File: src/rtl/cpu_dma.sv
// Cycle-stealing DMA controller sharing one memory bus with a CPU: block copies to a fixed
// destination and single-byte fetches. Define CPU_DMA_PARITY_ALIGN_EN to enable the ALIGN state.
module cpu_dma #(
    parameter int          NCH      = 2,
    parameter int          LEN_W    = 8,
    parameter logic [15:0] DST_ADDR = 16'h2004
) (
    input  logic                   clk,
    input  logic                   reset,
    input  logic                   cpu_en,
    input  logic [NCH-1:0]         req,
    input  logic [NCH-1:0]         mode,
    input  logic [16*NCH-1:0]      src_addr,
    input  logic [LEN_W*NCH-1:0]   len,
    input  logic [15:0]            cpu_addr,
    input  logic [7:0]             cpu_wdata,
    input  logic                   cpu_read,
    input  logic                   cpu_write,
    output logic [15:0]            mem_addr,
    output logic [7:0]             mem_wdata,
    output logic                   mem_read,
    output logic                   mem_write,
    input  logic [7:0]             mem_rdata,
    output logic                   cpu_rdy,
    output logic                   busy,
    output logic [NCH-1:0]         done,
    output logic [7:0]             fetch_data,
    output logic [NCH-1:0]         fetch_valid
);

    localparam int CH_W = (NCH > 1) ? $clog2(NCH) : 1;

    typedef enum logic [2:0] {
        IDLE  = 3'd0,
        HALT  = 3'd1,
        ALIGN = 3'd2,
        READ  = 3'd3,
        WRITE = 3'd4,
        FETCH = 3'd5
    } state_e;

    state_e            state_q, state_d;
    logic [NCH-1:0]    pending_q, pending_d;
    logic [NCH-1:0]    done_q, done_d;
    logic [NCH-1:0]    fvalid_q, fvalid_d;
    logic [CH_W-1:0]   chan_q, chan_d;
    logic [LEN_W-1:0]  count_q, count_d;
    logic              parity_q, parity_d;
    logic [7:0]        data_q, data_d;
    logic [7:0]        fdata_q, fdata_d;
`ifdef CPU_DMA_PARITY_ALIGN_EN
    logic              grant_par_q, grant_par_d;
`endif

    logic              anyPending;
    logic [CH_W-1:0]   grantIdx;
    logic [NCH-1:0]    grantMask;
    logic [15:0]       chSrc;
    logic [LEN_W-1:0]  chLen;
    logic              chMode;
    logic [NCH-1:0]    chanMask;
    logic [15:0]       readAddr;

    // Lowest pending index wins; grantMask isolates the lowest set bit.
    always_comb begin
        anyPending = |pending_q;
        grantMask  = pending_q & (~pending_q + NCH'(1));
        grantIdx   = '0;
        for (int i = NCH - 1; i >= 0; i--) begin
            if (pending_q[i]) begin
                grantIdx = CH_W'(i);
            end
        end
    end

    always_comb begin
        chSrc    = '0;
        chLen    = '0;
        chMode   = 1'b0;
        chanMask = '0;
        for (int i = 0; i < NCH; i++) begin
            if (chan_q == CH_W'(i)) begin
                chSrc       = src_addr[16*i +: 16];
                chLen       = len[LEN_W*i +: LEN_W];
                chMode      = mode[i];
                chanMask[i] = 1'b1;
            end
        end
    end

    // Source pointer wraps naturally in 16 bits.
    assign readAddr = chSrc + 16'(count_q);

    always_comb begin
        state_d   = state_q;
        pending_d = pending_q;
        done_d    = done_q;
        fvalid_d  = fvalid_q;
        chan_d    = chan_q;
        count_d   = count_q;
        parity_d  = parity_q;
        data_d    = data_q;
        fdata_d   = fdata_q;
`ifdef CPU_DMA_PARITY_ALIGN_EN
        grant_par_d = grant_par_q;
`endif
        if (cpu_en) begin
            parity_d  = ~parity_q;
            done_d    = '0;
            fvalid_d  = '0;
            pending_d = pending_q | req;
            case (state_q)
                IDLE: begin
                    if (anyPending && !cpu_write) begin
                        pending_d = (pending_q & ~grantMask) | req;
                        chan_d    = grantIdx;
                        count_d   = '0;
                        state_d   = HALT;
`ifdef CPU_DMA_PARITY_ALIGN_EN
                        grant_par_d = parity_q;
`endif
                    end
                end
                HALT: begin
                    if (chMode) begin
                        state_d = FETCH;
                    end else begin
`ifdef CPU_DMA_PARITY_ALIGN_EN
                        // Alignment follows the parity seen on the granting tick.
                        state_d = grant_par_q ? ALIGN : READ;
`else
                        state_d = READ;
`endif
                    end
                end
                ALIGN: begin
                    state_d = READ;
                end
                READ: begin
                    data_d  = mem_rdata;
                    state_d = WRITE;
                end
                WRITE: begin
                    if (count_q == chLen) begin
                        done_d  = chanMask;
                        state_d = IDLE;
                    end else begin
                        count_d = count_q + LEN_W'(1);
                        state_d = READ;
                    end
                end
                FETCH: begin
                    fdata_d  = mem_rdata;
                    fvalid_d = chanMask;
                    done_d   = chanMask;
                    state_d  = IDLE;
                end
                default: begin
                    state_d = IDLE;
                end
            endcase
        end
    end

    always_ff @(posedge clk) begin
        if (reset) begin
            state_q   <= IDLE;
            pending_q <= '0;
            done_q    <= '0;
            fvalid_q  <= '0;
            chan_q    <= '0;
            count_q   <= '0;
            parity_q  <= 1'b0;
            data_q    <= '0;
            fdata_q   <= '0;
`ifdef CPU_DMA_PARITY_ALIGN_EN
            grant_par_q <= 1'b0;
`endif
        end else begin
            state_q   <= state_d;
            pending_q <= pending_d;
            done_q    <= done_d;
            fvalid_q  <= fvalid_d;
            chan_q    <= chan_d;
            count_q   <= count_d;
            parity_q  <= parity_d;
            data_q    <= data_d;
            fdata_q   <= fdata_d;
`ifdef CPU_DMA_PARITY_ALIGN_EN
            grant_par_q <= grant_par_d;
`endif
        end
    end

    // The CPU owns the bus only while idle; HALT and ALIGN leave it quiet.
    always_comb begin
        mem_addr  = '0;
        mem_wdata = '0;
        mem_read  = 1'b0;
        mem_write = 1'b0;
        case (state_q)
            IDLE: begin
                mem_addr  = cpu_addr;
                mem_wdata = cpu_wdata;
                mem_read  = cpu_read;
                mem_write = cpu_write;
            end
            READ: begin
                mem_addr = readAddr;
                mem_read = 1'b1;
            end
            WRITE: begin
                mem_addr  = DST_ADDR;
                mem_wdata = data_q;
                mem_write = 1'b1;
            end
            FETCH: begin
                mem_addr = chSrc;
                mem_read = 1'b1;
            end
            default: begin
                mem_addr = '0;
            end
        endcase
    end

    assign cpu_rdy     = (state_q == IDLE);
    assign busy        = (state_q != IDLE);
    assign done        = done_q;
    assign fetch_valid = fvalid_q;
    assign fetch_data  = fdata_q;

endmodule
File: config.mk
export PLATFORM = sky130hd
export DESIGN_NAME = cpu_dma
export DESIGN_NICKNAME = d
export VERILOG_FILES = /design/src/rtl/cpu_dma.sv
export SDC_FILE = /design/constraint.sdc
export NUM_CORES = 1
export LEC_CHECK = 0
export BUFFER_PORTS_ARGS = -buffer_cell sky130_fd_sc_hd__buf_4
export CAP_MARGIN = 25
export CORE_UTILIZATION = 30
export DETAILED_ROUTE_END_ITERATION = 16
export PLACE_DENSITY = 0.65
export SYNTH_ARGS = -nofsm -noshare
export SYNTH_HDL_FRONTEND = slang
export SYNTH_SLANG_ARGS = --single-unit
export TNS_END_PERCENT = 1
File: constraint.sdc
create_clock -name clk -period 9.4 [get_ports clk]
set_clock_uncertainty 0.05 [all_clocks]
set_input_delay 0.94 -clock clk [delete_from_list [all_inputs] [get_ports clk]]
set_output_delay 0.94 -clock clk [all_outputs]
set_load 0.01 [all_outputs]
==> metrics.txt, run 1 <==
Crit Path Class flop to output port; r2r worst-path depth 6; largest family of logic cells by synthesized area compound AO/OA/AOI/OAI gates; setup TNS 0 ns; GRT overflow 0; routed length per instance around 15 um; PD cells about 110 nW/um^2; crit path cell chain mux2i_1 > inv_1 > ha_1 > a211oi_1 > o211ai_1 > a31oi_1 > o21ai_0 > a21boi_0 > a211o_1 > buf_4; Max Freq 0.2240 GHz; Setup Fix Bufs, Post-CTS 0; Slew Viols, Final 0; design area 3948 um^2; Antenna diodes 0; CP endpoint kind output port; post-synthesis cell type count 54; number of buffers created by CTS 5; Remaining DRCs 0; Core ar. between 9000 and 10000 um^2; Reg power frac 0.342; synth top area cells dfxtp_1, mux2i_1, nand2_1; area grow syn2layout 39.85%; Hold WC Path Type flop to flop; Synth Register Bits 34; Die Ht around 99 um; most common cell in the netlist nand2_1; Worst path slowest cell dfxtp_2; Worst Path Max Fanout 35; R2R Setup Slk just under 7 ns; io pins between 100 and 150; largest net degree at the start of global routing 37; Max Cap Violations 0; DR vias/cell ~5.4; switching power 123.6 uW; status completed; area share of the largest cell type after synthesis 0.2411; post-synthesis compound-gate area fraction 0.2491; cell count after synthesis between 300 and 400; P_int approximately 320 uW; Post-Synth XOR/XNOR Area 0.04654; switching share of power 0.2777; WP depth 10; Crit path max-delay family compound AO/OA/AOI/OAI gates; Hold Buf Count CTS 0; initial antenna violation count 0; peak supply drop approximately 0.075 mV; clock power share 0.365; fillers 940; clock edge transition at the registers on the reported setup and hold paths about 0.08 ns; CTS root buffer clkbuf_8; Die Span X 99 um; Final Setup Violations 0; combinational fraction of design power 0.293; vias in the first global route 3019; first-pass GRT wire length between 10000 and 15000 um; Fin. Hold Viols 0; Commonest cells post-synth nand2_1, a21oi_1, nor2_1; main flop type after synthesis dfxtp_1; number of synthesized flops with an enable pin 0; TritonCTS clock tree done; CP Data Required Time roughly 8.4 ns; via count 3203; Max-slew headroom 0.4153; post-synth top area cell dfxtp_1; period utilization 0.4748; Routed WL approximately 9000 um; post-DP HPWL 6852 um; RSZ-0062 raised after global routing false; post-synthesis adder-cell area fraction 0.04699; leakage 0.001588 uW; row count 35; Bufs on Longest Clock Path 2; syn nets around 470; slowest cell delay on critical path about 0.87 ns; drt pass-1 iters 5; DRT iter0 DRCs 240; Min-Delay Path Depth 2; critical path buffer and inverter count 2; nets@finish 582; multiplexer share of the synthesized area 0.1281; gp weighted congestion roughly 0.83; crit path DAT about 3.5 ns; Initial Utilization 0.3069; layout cells sized above 1 0.3140; Non-Filler Instances 595; Netlist Area Pre-Place 2823 um^2; clock latency on the worst-skew pair 0.29 ns; synth warn 0; die area between 9000 and 10000 um^2; H-tree depth 2; Async SR Flop Fraction 0; Synth Area in Simple Gates 0.2371; Clock Sinks 34; Cell Area, Placed 3810 um^2; CP startpoint kind flop; Detail Route Antenna Nets 0; Overall Global Routing Usage 0.1809; Avg Inst Size Synth 7.588 um^2; input/output buffers between 100 and 150; Placed Cells ~600; post-synthesis sequential area ratio 0.2411; measured slew at the worst slew-check pin around 0.87 ns; Tmin final between 4 and 5 ns; Post-CTS Resized 0
[layout by cell type (no fill, tap or decap), drive strengths merged, types with 2 or more instances in the layout]
cell / instances
o21a: 3
xnor2: 10
nand3b: 5
o21ai: 18
a32oi: 2
a221o: 2
nand3: 8
and3: 4
xor2: 5
o22ai: 2
o211ai: 4
mux2i: 26
nand2: 54
nor3: 6
and2: 4
a21o: 4
buf: 129
a31oi: 4
a211oi: 6
clkbuf: 5
nor2: 36
a21oi: 38
a22oi: 5
mux2: 9
nor2b: 7
inv: 6
nor4: 3
dfxtp: 34
nand2b: 8
a311oi: 4
o221ai: 2
bufinv: 2
a32o: 2
a41oi: 4
ha: 9
[layout make-up]
| cell class | count | area (um^2) | area share |
|---|---|---|---|
| Clock buffer | 5 | 68.82 | 0.01743 |
| Clock inverter | 3 | 68.82 | 0.01743 |
| Inverter | 6 | 22.52 | 0.005705 |
| Multi-Input combinational cell | 307 | 1998 | 0.5062 |
| Sequential cell | 34 | 681.9 | 0.1727 |
| Tap cell | 111 | 138.9 | 0.03518 |
| Timing Repair Buffer | 129 | 968.4 | 0.2453 |
[cell families (layout without fill, tap and decap cells)]
| family | count (synthesis) | after routing |
|---|---|---|
| muxes | 35 | 35 |
| xor gates and xnor gates | 15 | 15 |
| buffers and inverters | 31 | 143 |
| and+or+nand+nor | 139 | 139 |
| AOI/OAI and AO/OA | 108 | 108 |
| adders and majority gates | 10 | 10 |
| DFF | 34 | 34 |
[routing by layer]
layer,track usage,vias to the layer above,share of wire
met5,0,-,0
met4,0.06085,0,0.023
met3,0.03121,21,0.068
met2,0.3195,137,0.47
met1,0.2212,1473,0.44
li1,-,1572,-
[final timing paths]
path | start | to
setup / recovery | chan_q$_SDFFE_PP0P_ | mem_addr[9]
hold / removal | fetch_data[5]$_SDFFE_PP0P_ | fetch_data[5]$_SDFFE_PP0P_
setup reg to reg | chan_q$_SDFFE_PP0P_ | count_q[6]$_SDFFE_PP0P_
hold reg to reg | fetch_data[5]$_SDFFE_PP0P_ | fetch_data[5]$_SDFFE_PP0P_
[flip-flops by register name, indices dropped and copies added, names as in the netlist]
register,cells
fetch_valid,2
pending_q,2
count_q,8
chan_q,1
fetch_data,8
state_q,3
data_q,8
done,2
[metrics by stage]
stage / hold slack (ns) / utilization / worst slack [ns] / total power (uW)
2_1_floorplan: 0.3860 / - / 5.519 / 219.6
3_3_place_gp: 0.3933 / 0.4143 / 5.223 / 283.4
3_5_place_dp: 0.3984 / 0.4143 / 5.170 / 285.4
4_1_cts: 0.4104 / 0.4293 / 4.866 / 448.9
5_1_grt: 0.4202 / 0.4293 / 4.549 / 466.3
6_report: 0.4060 / 0.4293 / 4.936 / 444.9
[worst register-to-register path, delay by kind of cell (launching register included)]
kind	cells	cell delay (ns)
compound gates	3	0.96
mux	1	0.36
flops	1	0.87
simple gates	1	0.11
xor+xnor	1	0.20
[power by group through the flow]
stage / combinational [uW] / clock (uW) / sequential (uW)
CTS: 131 / 166 / 152
detailed placement: 130 / 0 / 155
global route: 142 / 172 / 153
floorplan: 68.7 / 0 / 151
global placement: 128 / 0 / 155
finish: 130 / 163 / 152
Power figures use the tool's default switching activity.
==> run 2, diff against run 1 <==
==> constraint.sdc (replaced) <==
create_clock -name clk -period 4.2 [get_ports clk]
set_clock_uncertainty 0.05 [all_clocks]
set_input_delay 0.42 -clock clk [delete_from_list [all_inputs] [get_ports clk]]
set_output_delay 0.42 -clock clk [all_outputs]
set_load 0.01 [all_outputs]
==> run 2 against run 1 <==
  * Total power increased by 130%
  * Sequential power up 120%
  * Flip-flop and latch count did not move
  * Register-to-register slack worse by 5.0 ns
==> metrics.txt, run 2 (synthesis results as in run 1) <==
most frequent cells in the layout buf_4, nand2_1, a21oi_1 (unchanged); CTS root buffer clkbuf_8 (unchanged); Die Span X 99 um (unchanged); nets@finish 584 (was 582); io pins 129 (unchanged); vias in the first global route 3145 (was 3019); routed length per instance 15.44 um (was 15.17 um); RSZ-0062 raised after global routing false (unchanged); Detail Route Antenna Nets 0 (unchanged); Die Ht 99 um (unchanged); measured slew at the worst slew-check pin 0.8416 ns (was 0.8738 ns); Hold WC Path Type input pin to flop (was flop to flop); gp weighted congestion 0.8208 (was 0.8255); period utilization 0.8834; dpl ws 0.8206 ns (was 5.170 ns); PnR Total Power 1006 uW (was 444.9 uW); layout cells sized above 1 0.3169 (was 0.3140); Max-slew headroom 0.4365 (was 0.4153); PD cells 253.7 nW/um^2 (was 112.7 nW/um^2); Tmin final about 3.7 ns; Max Freq between 0.2 and 0.3 GHz; Worst Path Max Fanout 11 (was 35); CP startpoint kind flop (unchanged); CP endpoint kind output port (unchanged); clock latency on the worst-skew pair 0.29 ns (about the same); via count 3154 (was 3203); Initial Utilization 0.3069 (unchanged); Crit Path Class flop to output port (unchanged); Post-CTS Resized 0 (unchanged); fillers 922 (was 940); Max Cap Violations 0 (unchanged); leakage 0.001602 uW (was 0.001588 uW); Remaining DRCs 0 (unchanged); DRT iter0 DRCs 181 (was 240); Setup Fix Bufs, Post-CTS 0 (unchanged); Core ar. 9196 um^2 (unchanged); WHS 0.3374 ns (was 0.4060 ns); drt pass-1 iters 4 (was 5); initial antenna violation count 0 (unchanged); post-DP HPWL 7033 um (was 6852 um); die area 9801 um^2 (unchanged); Cell Area, Placed 3825 um^2 (was 3810 um^2); CP Data Required Time 3.73 ns (was 8.41 ns); Routed WL 9218 um (was 9025 um); input/output buffers 128 (unchanged); Hold Buf Count CTS 0 (unchanged); Fin. Hold Viols 0 (unchanged); Bufs on Longest Clock Path 2 (unchanged); Clock Sinks 34 (unchanged); area grow syn2layout 40.56% (was 39.85%); Overall Global Routing Usage 0.1865 (was 0.1809); GRT overflow 0 (unchanged); Slew Viols, Final 0 (unchanged); status completed (unchanged); TritonCTS clock tree done (unchanged); Antenna diodes 0 (unchanged); number of buffers created by CTS 5 (unchanged); crit path DAT 3.24 ns (was 3.47 ns); Final Setup Violations 0 (unchanged); design area 3968 um^2 (was 3948 um^2); peak supply drop 0.1579 mV (was 0.07485 mV); H-tree depth 2 (unchanged); largest net degree at the start of global routing 37 (unchanged); first-pass GRT wire length 14840 um (was 14390 um); leading cell type in the layout, fill and taps excluded buf_4 (unchanged); row count 35 (unchanged); setup TNS 0 ns (unchanged); DR vias/cell 5.283 (was 5.383); PnR worst setup slack 0.4898 ns (was 4.936 ns); clock edge transition at the registers on the reported setup and hold paths 0.08 ns (about the same)
run 2: changes by cell type in the layout (fill, tap and decap cells not counted):
cell,change
clkbuf_8,+1
buf_4,+2
clkinv_4,-1
run 2: power by group:
part | internal [uW] | switching [uW] | total, uW | leakage (uW)
logic | 154 | 142 | 297 | 0.00126
registers | 328 | 8.38 | 336 | 0.000275
clock network | 253 | 120 | 373 | 0.0000714
total | 735 | 271 | 1010 | 0.00160
run 2: worst max-delay path: stages (launching register included):
cell and delay (ns):
dfxtp_2 0.52, buf_4 0.29, mux2_2 0.38, ha_1 0.34
o21ai_0 0.12, a21oi_1 0.23, a31oi_1 0.22, o311ai_1 0.29
o41ai_1 0.12, a221o_1 0.29, buf_4 0.15
run 2: metrics by stage:
step,util,cells
after global routing,0.4314,597
final,0.4314,597
after floorplan,-,372
after detailed placement,0.4159,589
after CTS,0.4314,597
after global placement,0.4159,589
run 2: final timing paths:
check                             startpoint                          to  slack [ns]  depth (start not counted)
setup / recovery         chan_q$_SDFFE_PP0P_                mem_addr[15]        0.49                         10
hold / removal                  mem_rdata[2]      data_q[2]$_SDFFE_PP0P_        0.34                          3
setup reg to reg     state_q[1]$_SDFFE_PP0P_     count_q[5]$_SDFFE_PP0P_        1.77                          5
hold reg to reg   fetch_data[2]$_SDFFE_PP0P_  fetch_data[2]$_SDFFE_PP0P_        0.41                          2
run 2: metal layers:
layer,vias up,part of all wire,track usage,routed length (um)
li1,1574,-,-,-
met1,1458,0.43,0.2289,3990
met2,115,0.50,0.3367,4603
met3,7,0.059,0.02411,548
met4,0,0.0082,0.05741,76
met5,-,0,0,0
run 2: layout make-up:
type | count | area, um^2 | area share
flip-flops and latches | 34 | 681.9 | 0.1719
inverters | 6 | 22.52 | 0.005676
well taps | 111 | 138.9 | 0.03500
clock buffers | 6 | 82.58 | 0.02081
repair buffers | 131 | 983.4 | 0.2479
clock inverters | 2 | 60.06 | 0.01514
multi-input cells | 307 | 1998 | 0.5036
